### src/rtl/fifo_ctrl_pkg.sv
// fifo_ctrl_pkg: shared state encoding, default data width and clog2 helper for the FIFO write arbiter.
package fifo_ctrl_pkg;

    localparam int DATA_WIDTH_DEF = 8;

    typedef enum logic {
        ST_IDLE  = 1'b0,
        ST_GRANT = 1'b1
    } state_e;

    function automatic int clog2(input int n);
        int r;
        for (r = 0; (1 << r) < n; r++) begin
        end
        return r;
    endfunction

endpackage

### src/rtl/fifo_wr_arbiter_if.sv
// fifo_wr_arbiter_if: requester handshake and FIFO write-side bus of the arbiter.
//   req_valid/req_data/req_ready : per-requester valid/ready beat handshake
//   fifo_full/fifo_write_en/fifo_data_in : FIFO write port
//   grant_valid/grant_id : current ownership status
//   master = arbiter side, slave = requesters + FIFO side
interface fifo_wr_arbiter_if
    import fifo_ctrl_pkg::*;
#(
    parameter int DATA_WIDTH = DATA_WIDTH_DEF,
    parameter int NUM_REQ    = 4
);
    localparam int IW = clog2(NUM_REQ);

    logic [NUM_REQ-1:0]            req_valid;
    logic [NUM_REQ*DATA_WIDTH-1:0] req_data;
    logic [NUM_REQ-1:0]            req_ready;
    logic                          fifo_full;
    logic                          fifo_write_en;
    logic [DATA_WIDTH-1:0]         fifo_data_in;
    logic                          grant_valid;
    logic [IW-1:0]                 grant_id;

    modport master (
        input  req_valid, req_data, fifo_full,
        output req_ready, fifo_write_en, fifo_data_in, grant_valid, grant_id
    );

    modport slave (
        output req_valid, req_data, fifo_full,
        input  req_ready, fifo_write_en, fifo_data_in, grant_valid, grant_id
    );

endinterface

### src/rtl/fifo_wr_arbiter_rr_pick.sv
// rr_pick: combinational rotating-priority picker; finds the first set req bit after base, wrapping.
//   req   : request vector
//   base  : index with lowest priority (search starts at base+1)
//   found : any request set
//   idx   : winning index
module rr_pick #(
    parameter int N = 4,
    parameter int W = 2
) (
    input  logic [N-1:0] req,
    input  logic [W-1:0] base,
    output logic         found,
    output logic [W-1:0] idx
);
    logic [W-1:0] j;

    // Scan from farthest to nearest so the nearest hit after base overwrites the rest.
    always_comb begin
        found = 1'b0;
        idx   = '0;
        j     = '0;
        for (int k = N; k >= 1; k--) begin
            j = W'((int'(base) + k) % N);
            if (req[j]) begin
                found = 1'b1;
                idx   = j;
            end
        end
    end

endmodule

### src/rtl/fifo_wr_arbiter.sv
// fifo_wr_arbiter: round-robin burst arbiter sharing one FIFO write port among NUM_REQ requesters.
//   clk   : system clock, rising edge
//   rst_n : asynchronous active-low reset
//   bus   : requester handshakes, FIFO write port and grant status (master side)
module fifo_wr_arbiter
    import fifo_ctrl_pkg::*;
#(
    parameter int DATA_WIDTH = DATA_WIDTH_DEF,
    parameter int NUM_REQ    = 4,
    parameter int BURST_LEN  = 4
) (
    input logic               clk,
    input logic               rst_n,
    fifo_wr_arbiter_if.master bus
);
    localparam int IW = clog2(NUM_REQ);
    localparam int BW = clog2(BURST_LEN + 1);

    state_e          state_q, state_d;
    logic [BW-1:0]   beat_cnt_q, beat_cnt_d;
    logic [IW-1:0]   grant_id_q, grant_id_d;
    logic [IW-1:0]   last_owner_q, last_owner_d;
    logic [IW-1:0]   pick_id;
    logic            pick_found;
    logic            own_valid;
    logic            wr;

    rr_pick #(.N(NUM_REQ), .W(IW)) u_pick (
        .req   (bus.req_valid),
        .base  (last_owner_q),
        .found (pick_found),
        .idx   (pick_id)
    );

    always_comb begin
        state_d           = state_q;
        beat_cnt_d        = beat_cnt_q;
        grant_id_d        = grant_id_q;
        last_owner_d      = last_owner_q;
        bus.req_ready     = '0;
        bus.fifo_data_in  = '0;
        own_valid         = 1'b0;
        wr                = 1'b0;
        if (state_q == ST_IDLE) begin
            if (pick_found) begin
                state_d    = ST_GRANT;
                grant_id_d = pick_id;
                beat_cnt_d = '0;
            end
        end else begin
            for (int i = 0; i < NUM_REQ; i++) begin
                if (grant_id_q == IW'(i)) begin
                    bus.req_ready[i] = ~bus.fifo_full;
                    own_valid        = bus.req_valid[i];
                    bus.fifo_data_in = bus.req_data[i*DATA_WIDTH +: DATA_WIDTH];
                end
            end
            wr = own_valid & ~bus.fifo_full;
            // Owner dropping valid releases even while full; otherwise release on the last burst beat.
            if (!own_valid || (wr && beat_cnt_q == BW'(BURST_LEN - 1))) begin
                state_d      = ST_IDLE;
                last_owner_d = grant_id_q;
                beat_cnt_d   = '0;
            end else if (wr) begin
                beat_cnt_d = beat_cnt_q + 1'b1;
            end
        end
    end

    assign bus.fifo_write_en = wr;
    assign bus.grant_valid   = (state_q == ST_GRANT);
    assign bus.grant_id      = grant_id_q;

    always_ff @(posedge clk or negedge rst_n) begin
        if (!rst_n) begin
            state_q      <= ST_IDLE;
            beat_cnt_q   <= '0;
            grant_id_q   <= '0;
            last_owner_q <= IW'(NUM_REQ - 1);
        end else begin
            state_q      <= state_d;
            beat_cnt_q   <= beat_cnt_d;
            grant_id_q   <= grant_id_d;
            last_owner_q <= last_owner_d;
        end
    end

endmodule

### src/flat_wrapper.sv
// flat-port wrapper written by rule: the top's interface ports become plain ports
module fifo_wr_arbiter_flat import fifo_ctrl_pkg::*;
#(
    parameter int DATA_WIDTH = DATA_WIDTH_DEF,
    parameter int NUM_REQ    = 4,
    parameter int BURST_LEN  = 4
)
  (clk, rst_n, bus_req_valid, bus_req_data, bus_fifo_full, bus_req_ready, bus_fifo_write_en, bus_fifo_data_in, bus_grant_valid, bus_grant_id);
  fifo_wr_arbiter_if #(.DATA_WIDTH(DATA_WIDTH), .NUM_REQ(NUM_REQ)) bus_i ();
  input logic clk;
  input logic rst_n;
  input wire logic [$bits(bus_i.req_valid)-1:0] bus_req_valid;
  input wire logic [$bits(bus_i.req_data)-1:0] bus_req_data;
  input wire logic [$bits(bus_i.fifo_full)-1:0] bus_fifo_full;
  output wire logic [$bits(bus_i.req_ready)-1:0] bus_req_ready;
  output wire logic [$bits(bus_i.fifo_write_en)-1:0] bus_fifo_write_en;
  output wire logic [$bits(bus_i.fifo_data_in)-1:0] bus_fifo_data_in;
  output wire logic [$bits(bus_i.grant_valid)-1:0] bus_grant_valid;
  output wire logic [$bits(bus_i.grant_id)-1:0] bus_grant_id;
  assign bus_i.req_valid = bus_req_valid;
  assign bus_i.req_data = bus_req_data;
  assign bus_i.fifo_full = bus_fifo_full;
  assign bus_req_ready = bus_i.req_ready;
  assign bus_fifo_write_en = bus_i.fifo_write_en;
  assign bus_fifo_data_in = bus_i.fifo_data_in;
  assign bus_grant_valid = bus_i.grant_valid;
  assign bus_grant_id = bus_i.grant_id;
  fifo_wr_arbiter #(.DATA_WIDTH(DATA_WIDTH), .NUM_REQ(NUM_REQ), .BURST_LEN(BURST_LEN)) u_core (.clk(clk), .rst_n(rst_n), .bus(bus_i));
endmodule
### config.mk
export PLATFORM = sky130hd
export DESIGN_NAME = fifo_wr_arbiter_flat
export DESIGN_NICKNAME = d
export VERILOG_FILES = /design/src/rtl/fifo_ctrl_pkg.sv /design/src/rtl/fifo_wr_arbiter_if.sv /design/src/rtl/fifo_wr_arbiter_rr_pick.sv /design/src/rtl/fifo_wr_arbiter.sv /design/src/flat_wrapper.sv
export SDC_FILE = /design/constraint.sdc
export NUM_CORES = 1
export LEC_CHECK = 0
export CAP_MARGIN = 10
export CORE_MARGIN = 2
export CORE_UTILIZATION = 25
export DETAILED_ROUTE_END_ITERATION = 8
export GPL_TIMING_DRIVEN = 0
export SLEW_MARGIN = 0
export SYNTH_ARGS = -nofsm -noshare
export SYNTH_HDL_FRONTEND = slang
export SYNTH_SLANG_ARGS = --single-unit
export TNS_END_PERCENT = 100
### constraint.sdc
create_clock -name clk -period 2.1 [get_ports clk]
set_input_delay 0.315 -clock clk [delete_from_list [all_inputs] [get_ports clk]]
set_output_delay 0.315 -clock clk [all_outputs]
set_load 0.01 [all_outputs]
==> results.md, run 1 <==
- Outcome: completed
- Via-to-Cell Ratio: 4.72
- Layout cells sized above 1: 0.257
- Initial core utilization: 0.262
- Placed Area: 0.00139 mm^2
- Worst Setup Start Kind: flip-flop
- Synth top area cells: mux4_2 (26%), dfrtp_1 (19%), dfstp_2 (6.6%), and2_1 (6.3%), ha_1 (3.1%)
- Clk_skew: 17.2 ps
- Post-synthesis instance total: 73
- Clock Pin Slew Worst Setup and Hold Paths: 60 ps
- H-tree levels: 1
- Initial DRC Count: 14
- N_diodes: 0
- Mapped Area: 795 um^2
- Syn_area_per_cell: 10.9 um^2
- Setup crit start: u_core.bus.grant_id[0]
- Die Width: 60.4 um
- Final TNS setup: 0 ps
- Row Count: 20
- Initial antenna violation count: 0
- Final setup violation count: 0
- CTS tree: done
- Yosys Warn Count: 0
- WP data required: 1780 ps
- TritonCTS Buffers: 3
- CP Capture Type: output port
- Worst Hold Class: primary input to asynchronous set/reset pin
- Drc violations: 0
- IO Port Bufs: 54
- Clock Latency Late Sink: 260 ps
- Via count: 850
- GRT Total Usage: 0.141
- R2R depth: 6
- Post-synth cell types: 31
- Hold bufs inserted after CTS: 0
- Crit share post-route: 0.966
- Final net count: 178
- Power density over the cells: 1060 mW/mm^2
- Core ar.: 0.00303 mm^2
- Fill count: 297
- CP Data Arrival Time: 1710 ps
- Sequential share of the synthesized area: 0.255
- Die ar.: 0.00365 mm^2
- Routed wire length: 2490 um
- Avg WL per Cell: 13.8 um
- GRT overflow: 0
- Crit-path max cell delay: 470 ps
- WS Path Type: flip-flop to output port
- Max-slew violations: 0
- Leading area contributor after synthesis: mux4_2
- Fin crit period: 2030 ps
- Max Cap Viol: 0
- Area Growth Syn to Fin: 81.6%
- R2r startpoint: u_core.bus.grant_id[0]
- CTS root buffer: clkbuf_4
- Worst Path Max Fanout: 5
- FMAX: 0.493 GHz
- Pre-CTS setup slack: -309 ps
- Final Util: 0.476
- Pleak: 0.584 nW
- First-pass GRT wire length: 3860 um
- Die Span Y: 60.4 um
- Syn nets: 114
- Worst R2R End: u_core.last_owner_q[0]
- GP Congestion: 0.736
- Share of the synthesized area in the top cell type: 0.255
- Vias in the first global route: 850
- Slowest CP cell: mux4_2
- Final worst setup slack: 72.1 ps
- Clock buffer depth: 2
- Register bit total from synthesis: 8
- Unrepaired setup endpoints after global routing: false
- Routed Antenna Nets: 0
- DR pass1 iterations: 4
- HPWL Detailed: 2020 um
- Fin. Hold Viols: 0
- Sink Count: 8
- Worst-Margin Slew: 730 ps
- FF-to-FF setup slack: 220 ps
- Largest net degree at the start of global routing: 11
- Slew margin rel.: 0.509
- Number of top-level pins: 55
- Maximum VDD drop: 0.483 mV
- Cell area after layout: 0.00144 mm^2
- Critical-path cell list: buf_6 > buf_12 > mux4_2 > and2_1 > clkdlybuf4s15_1
==> logic make-up after synthesis <==
group | after synthesis | share of synthesized area
and+or+nand+nor | 29 | 0.238
AOI/OAI and AO/OA | 15 | 0.135
muxes | 12 | 0.296
DFF | 8 | 0.255
buffers and inverters | 7 | 0.0441
adders and majority gates | 2 | 0.0315
==> layout by cell type, fill, tap and decap left out, drive strengths merged, types with 2 or more instances in the layout <==
cell	Yosys	final
clkdlybuf4s50	0	41
clkbuf	3	15
mux4	9	9
and2	8	8
buf	2	7
dfrtp	6	6
nand2b	3	3
nor3b	3	3
o211ai	3	3
nand3b	3	3
a21oi	3	3
dlygate4sd2	0	3
nor3	2	2
inv	2	2
nand3	2	2
o21ai	2	2
nor2b	2	2
mux2	2	2
nor2	2	2
o21bai	2	2
ha	2	2
dfstp	2	2
==> sequential cells by signal (all words and copies together), names as in the netlist <==
register,flops
u_core.bus.grant_id,2
u_core.last_owner_q,2
u_core.beat_cnt_q,3
u_core.bus.grant_valid,1
==> worst max-delay path by stage <==
stage / end
finish: bus_fifo_data_in[0]
global route: bus_fifo_data_in[0]
CTS: bus_fifo_data_in[1]
detailed placement: bus_fifo_write_en
global placement: bus_fifo_write_en
floorplan: bus_fifo_data_in[3]
==> what timing repair did <==
action / in CTS / in global routing
setup endpoints to repair: 13 / 11
setup buffers: 5 / 0
resized for setup: 25 / 14
==> synthesized netlist by cell type, drive strengths merged <==
cell type,count
a21boi,1
a21oi,3
a31oi,1
and2,8
and3b,1
and4b,1
buf,2
clkbuf,3
dfrtp,6
dfstp,2
ha,2
inv,2
mux2,2
mux2i,1
mux4,9
nand2,1
nand2b,3
nand3,2
nand3b,3
nor2,2
nor2b,2
nor3,2
nor3b,3
nor4,1
o211ai,3
o21ai,2
o21bai,2
o2bb2ai,1
o31ai,1
o41a,1
==> per-stage QoR <==
stage,hold slack (ps),instances,total power (W)
after floorplan,19.4,73,0.000923
after global placement,473,171,0.00137
after detailed placement,497,171,0.00138
after CTS,335,180,0.00158
after global routing,346,180,0.00167
final,327,180,0.00154
==> where the power goes <==
| part | internal, W | total, W | switching, W | leakage (nW) |
|---|---|---|---|---|
| Combinational | 0.000658 | 0.00110 | 0.000441 | 0.474 |
| Sequential | 0.000235 | 0.000311 | 0.0000760 | 0.0947 |
| Clock | 0.0000727 | 0.000125 | 0.0000528 | 0.0150 |
| Total | 0.000966 | 0.00154 | 0.000570 | 0.584 |
==> metal layers <==
metal	global-route usage	part of all wire
met5	0	0
met4	0.0190	0.0032
met3	0.0533	0.15
met2	0.244	0.43
met1	0.171	0.42
==> layout make-up <==
type	instances	area (um^2)	area share
repair buffers	59	549	0.381
well taps	44	55.1	0.0382
plain buffers	5	43.8	0.0304
clock buffers	4	26.3	0.0182
inverters	2	7.51	0.00520
flip-flops and latches	8	204	0.141
multi-input cells	58	557	0.386
==> worst max-delay path, delay by kind of cell (launching register included) <==
| kind | cells | cell delay [ps] |
|---|---|---|
| AND/OR/NAND/NOR | 1 | 160 |
| multiplexers | 1 | 470 |
| buffers and inverters | 3 | 460 |
| flip-flops | 1 | 360 |
No activity file was read; power rests on OpenSTA's default activity.
==> inputs of run 2 (changes only) <==
--- a/config.mk
+++ b/config.mk
@@ -6,10 +6,14 @@
 export NUM_CORES = 1
 export LEC_CHECK = 0
 export CAP_MARGIN = 10
+export CELL_PAD_IN_SITES_DETAIL_PLACEMENT = 0
+export CELL_PAD_IN_SITES_GLOBAL_PLACEMENT = 1
 export CORE_MARGIN = 2
 export CORE_UTILIZATION = 25
 export DETAILED_ROUTE_END_ITERATION = 8
 export GPL_TIMING_DRIVEN = 0
+export PLACE_DENSITY_LB_ADDON = 0.1
+export RECOVER_POWER = 100
 export SLEW_MARGIN = 0
 export SYNTH_ARGS = -nofsm -noshare
 export SYNTH_HDL_FRONTEND = slang
==> run 2 against run 1 <==
Effect of this change:
- worst setup slack gained 1.7 ps
- sequential share of layout area up 0.098 points
- clock skew fell by 11 ps
- flip-flop and latch count is the same
- largest power group unchanged
- final cell count is 0.56% lower
- critical endpoint is now bus_fifo_write_en
- highest routed layer unchanged
- hold slack better by 79 ps
- sequential power is essentially flat
- critical path depth down 1
==> results.md, run 2 (synthesis gave the netlist of run 1 again) <==
- Most common cell after layout, fill and taps aside: clkdlybuf4s50_1 (unchanged)
- Most frequent cells in the layout: clkdlybuf4s50_1 (35), mux4_2 (9), and2_1 (7), dlygate4sd2_1 (7) (was clkdlybuf4s50_1 (41), clkbuf_2 (10), mux4_2 (9))
- Placed Area: 0.00139 mm^2 (unchanged)
- DR pass1 iterations: 4 (unchanged)
- Via-to-Cell Ratio: 4.69 (was 4.72)
- Sink Count: 8 (unchanged)
- FMAX: 0.494 GHz (was 0.493 GHz)
- Worst R2R End: u_core.last_owner_q[1] (was u_core.last_owner_q[0])
- Routed Antenna Nets: 0 (unchanged)
- Max Cap Viol: 0 (unchanged)
- Largest net degree at the start of global routing: 11 (unchanged)
- R2r startpoint: u_core.bus.grant_id[0] (unchanged)
- Slowest CP cell: mux4_2 (unchanged)
- Worst Path Max Fanout: 4 (was 5)
- Outcome: completed (unchanged)
- Area Growth Syn to Fin: 79.2% (was 81.6%)
- Avg WL per Cell: 13.7 um (was 13.8 um)
- Die Width: 60.4 um (unchanged)
- Max FFs per register: 3 (unchanged)
- FF-to-FF setup slack: 230 ps (was 220 ps)
- Hold bufs inserted after CTS: 0 (unchanged)
- Metal-1 WL: 1000 um (was 1050 um)
- R2R depth: 5 (was 6)
- N_diodes: 0 (unchanged)
- Die ar.: 0.00365 mm^2 (unchanged)
- CTS root buffer: clkbuf_4 (unchanged)
- Routed wire length: 2450 um (was 2490 um)
- IO Port Bufs: 54 (unchanged)
- Drc violations: 0 (unchanged)
- Final TNS setup: 0 ps (unchanged)
- First-pass GRT wire length: 3770 um (was 3860 um)
- Fin. Hold Viols: 0 (unchanged)
- Row Count: 20 (unchanged)
- Vias in the first global route: 854 (was 850)
- Clock Pin Slew Worst Setup and Hold Paths: 60 ps (about the same)
- Worst-Margin Slew: 734 ps (was 730 ps)
- GRT overflow: 0 (unchanged)
- Maximum VDD drop: 0.413 mV (was 0.483 mV)
- CP Data Arrival Time: 1710 ps (about the same)
- CTS tree: done (unchanged)
- Final setup violation count: 0 (unchanged)
- Fin crit period: 2030 ps (about the same)
- Crit-path max cell delay: 500 ps (was 470 ps)
- Cell area after layout: 0.00142 mm^2 (was 0.00144 mm^2)
- Core ar.: 0.00303 mm^2 (unchanged)
- Clock buffer depth: 2 (unchanged)
- Worst Path Buf+Inv: 2 (was 3)
- Power density over the cells: 1040 mW/mm^2 (was 1060 mW/mm^2)
- Family with the most delay on the worst path: buffers and inverters (was multiplexers)
- Layout cells sized above 1: 0.207 (was 0.257)
- Unrepaired setup endpoints after global routing: false (unchanged)
- HPWL Detailed: 1990 um (was 2020 um)
- Clk_skew: 5.74 ps (was 17.2 ps)
- Tot Pwr: 0.00148 W (was 0.00154 W)
- Pleak: 0.565 nW (was 0.584 nW)
- Highest Signal Layer: met4 (unchanged)
- Fill count: 301 (was 297)
- CP Capture Type: output port (unchanged)
- Number of top-level pins: 55 (unchanged)
- Crit share post-route: 0.965 (was 0.966)
- GP Congestion: 0.736 (unchanged)
- Max-slew violations: 0 (unchanged)
- Initial DRC Count: 20 (was 14)
- Initial core utilization: 0.262 (unchanged)
- Critical-path cell list: clkdlybuf4s50_1 > mux4_2 > nor2b_1 > dlygate4sd2_1 (was buf_6 > buf_12 > mux4_2 > and2_1 > clkdlybuf4s15_1)
- Met2 wire length: 1240 um (was 1070 um)
- WS Path Type: primary input to output port (was flip-flop to output port)
- Clock Latency Late Sink: 260 ps (about the same)
- H-tree levels: 1 (unchanged)
- Worst Setup Start Kind: primary input (was flip-flop)
- Slew margin rel.: 0.506 (was 0.509)
- Worst Hold Class: primary input to asynchronous set/reset pin (unchanged)
- Via count: 839 (was 850)
- Initial antenna violation count: 0 (unchanged)
- Reg with most FFs: u_core.beat_cnt_q (unchanged)
- TritonCTS Buffers: 3 (unchanged)
- Final net count: 177 (was 178)
- WP data required: 1780 ps (about the same)
- Die Span Y: 60.4 um (unchanged)
- WL met3: 191 um (was 365 um)
- GRT Total Usage: 0.138 (was 0.141)
==> run 2: cell types whose count changed in the layout (fill, tap and decap cells not counted), moves of 2 or more <==
cell | before | now
clkbuf_2 | 10 | 6
dlygate4sd3_1 | 0 | 3
clkdlybuf4s50_1 | 41 | 35
clkdlybuf4s15_1 | 1 | 4
buf_2 | 0 | 2
dlygate4sd2_1 | 3 | 7
==> run 2: power breakdown <==
part           switching, W  internal (W)
clock             0.0000540     0.0000728
sequential        0.0000775      0.000233
combinational      0.000428      0.000619
total              0.000559      0.000924
==> run 2: worst reg2reg max path: cells and delay by family (launching register included) <==
family                 cells  cell delay, ps
AOI/OAI and AO/OA          1             290
buffers and inverters      2             290
DFF                        1             350
muxes                      2             870
==> run 2: cell type report <==
type	count	area (um^2)	share of cell area
tap	44	55.1	0.0387
buffer	4	26.3	0.0185
sequential	8	203	0.142
timing repair buffer	59	553	0.388
inverter	2	7.51	0.00527
multi-input combinational	58	553	0.388
clock buffer	4	26.3	0.0185
==> run 2: how the worst max path moves through the flow <==
stage | start | to | slack (ps) | cells after the start
floorplan | u_core.bus.grant_id[0] | bus_fifo_data_in[3] | 350 | 4
global placement | bus_req_valid[3] | bus_fifo_write_en | -320 | 4
detailed placement | bus_req_valid[3] | bus_fifo_write_en | -330 | 4
CTS | u_core.bus.grant_id[0] | bus_req_ready[0] | 20 | 5
global route | u_core.bus.grant_id[0] | bus_fifo_data_in[6] | 4 | 5
finish | bus_req_valid[0] | bus_fifo_write_en | 70 | 4
==> run 2: stage by stage <==
step | instances | hold WS (ps) | util | worst slack (ps)
6_report | 179 | 406 | 0.470 | 73.8
5_1_grt | 179 | 437 | 0.470 | 3.72
4_1_cts | 180 | 348 | 0.479 | 24.0
3_5_place_dp | 171 | 487 | 0.459 | -329
3_3_place_gp | 171 | 481 | 0.459 | -324
2_1_floorplan | 73 | 19.4 | - | 349
==> run 2: repair_timing <==
item	CTS	global route
setup endpoints to repair	13	9
setup buffers	5	0
gates resized for setup	35	6
==> run 2: layer usage <==
layer / vias to the layer above / global-route usage
li1: 407 / -
met1: 397 / 0.158
met2: 31 / 0.266
met3: 4 / 0.0192
met4: 0 / 0.0381
met5: - / 0
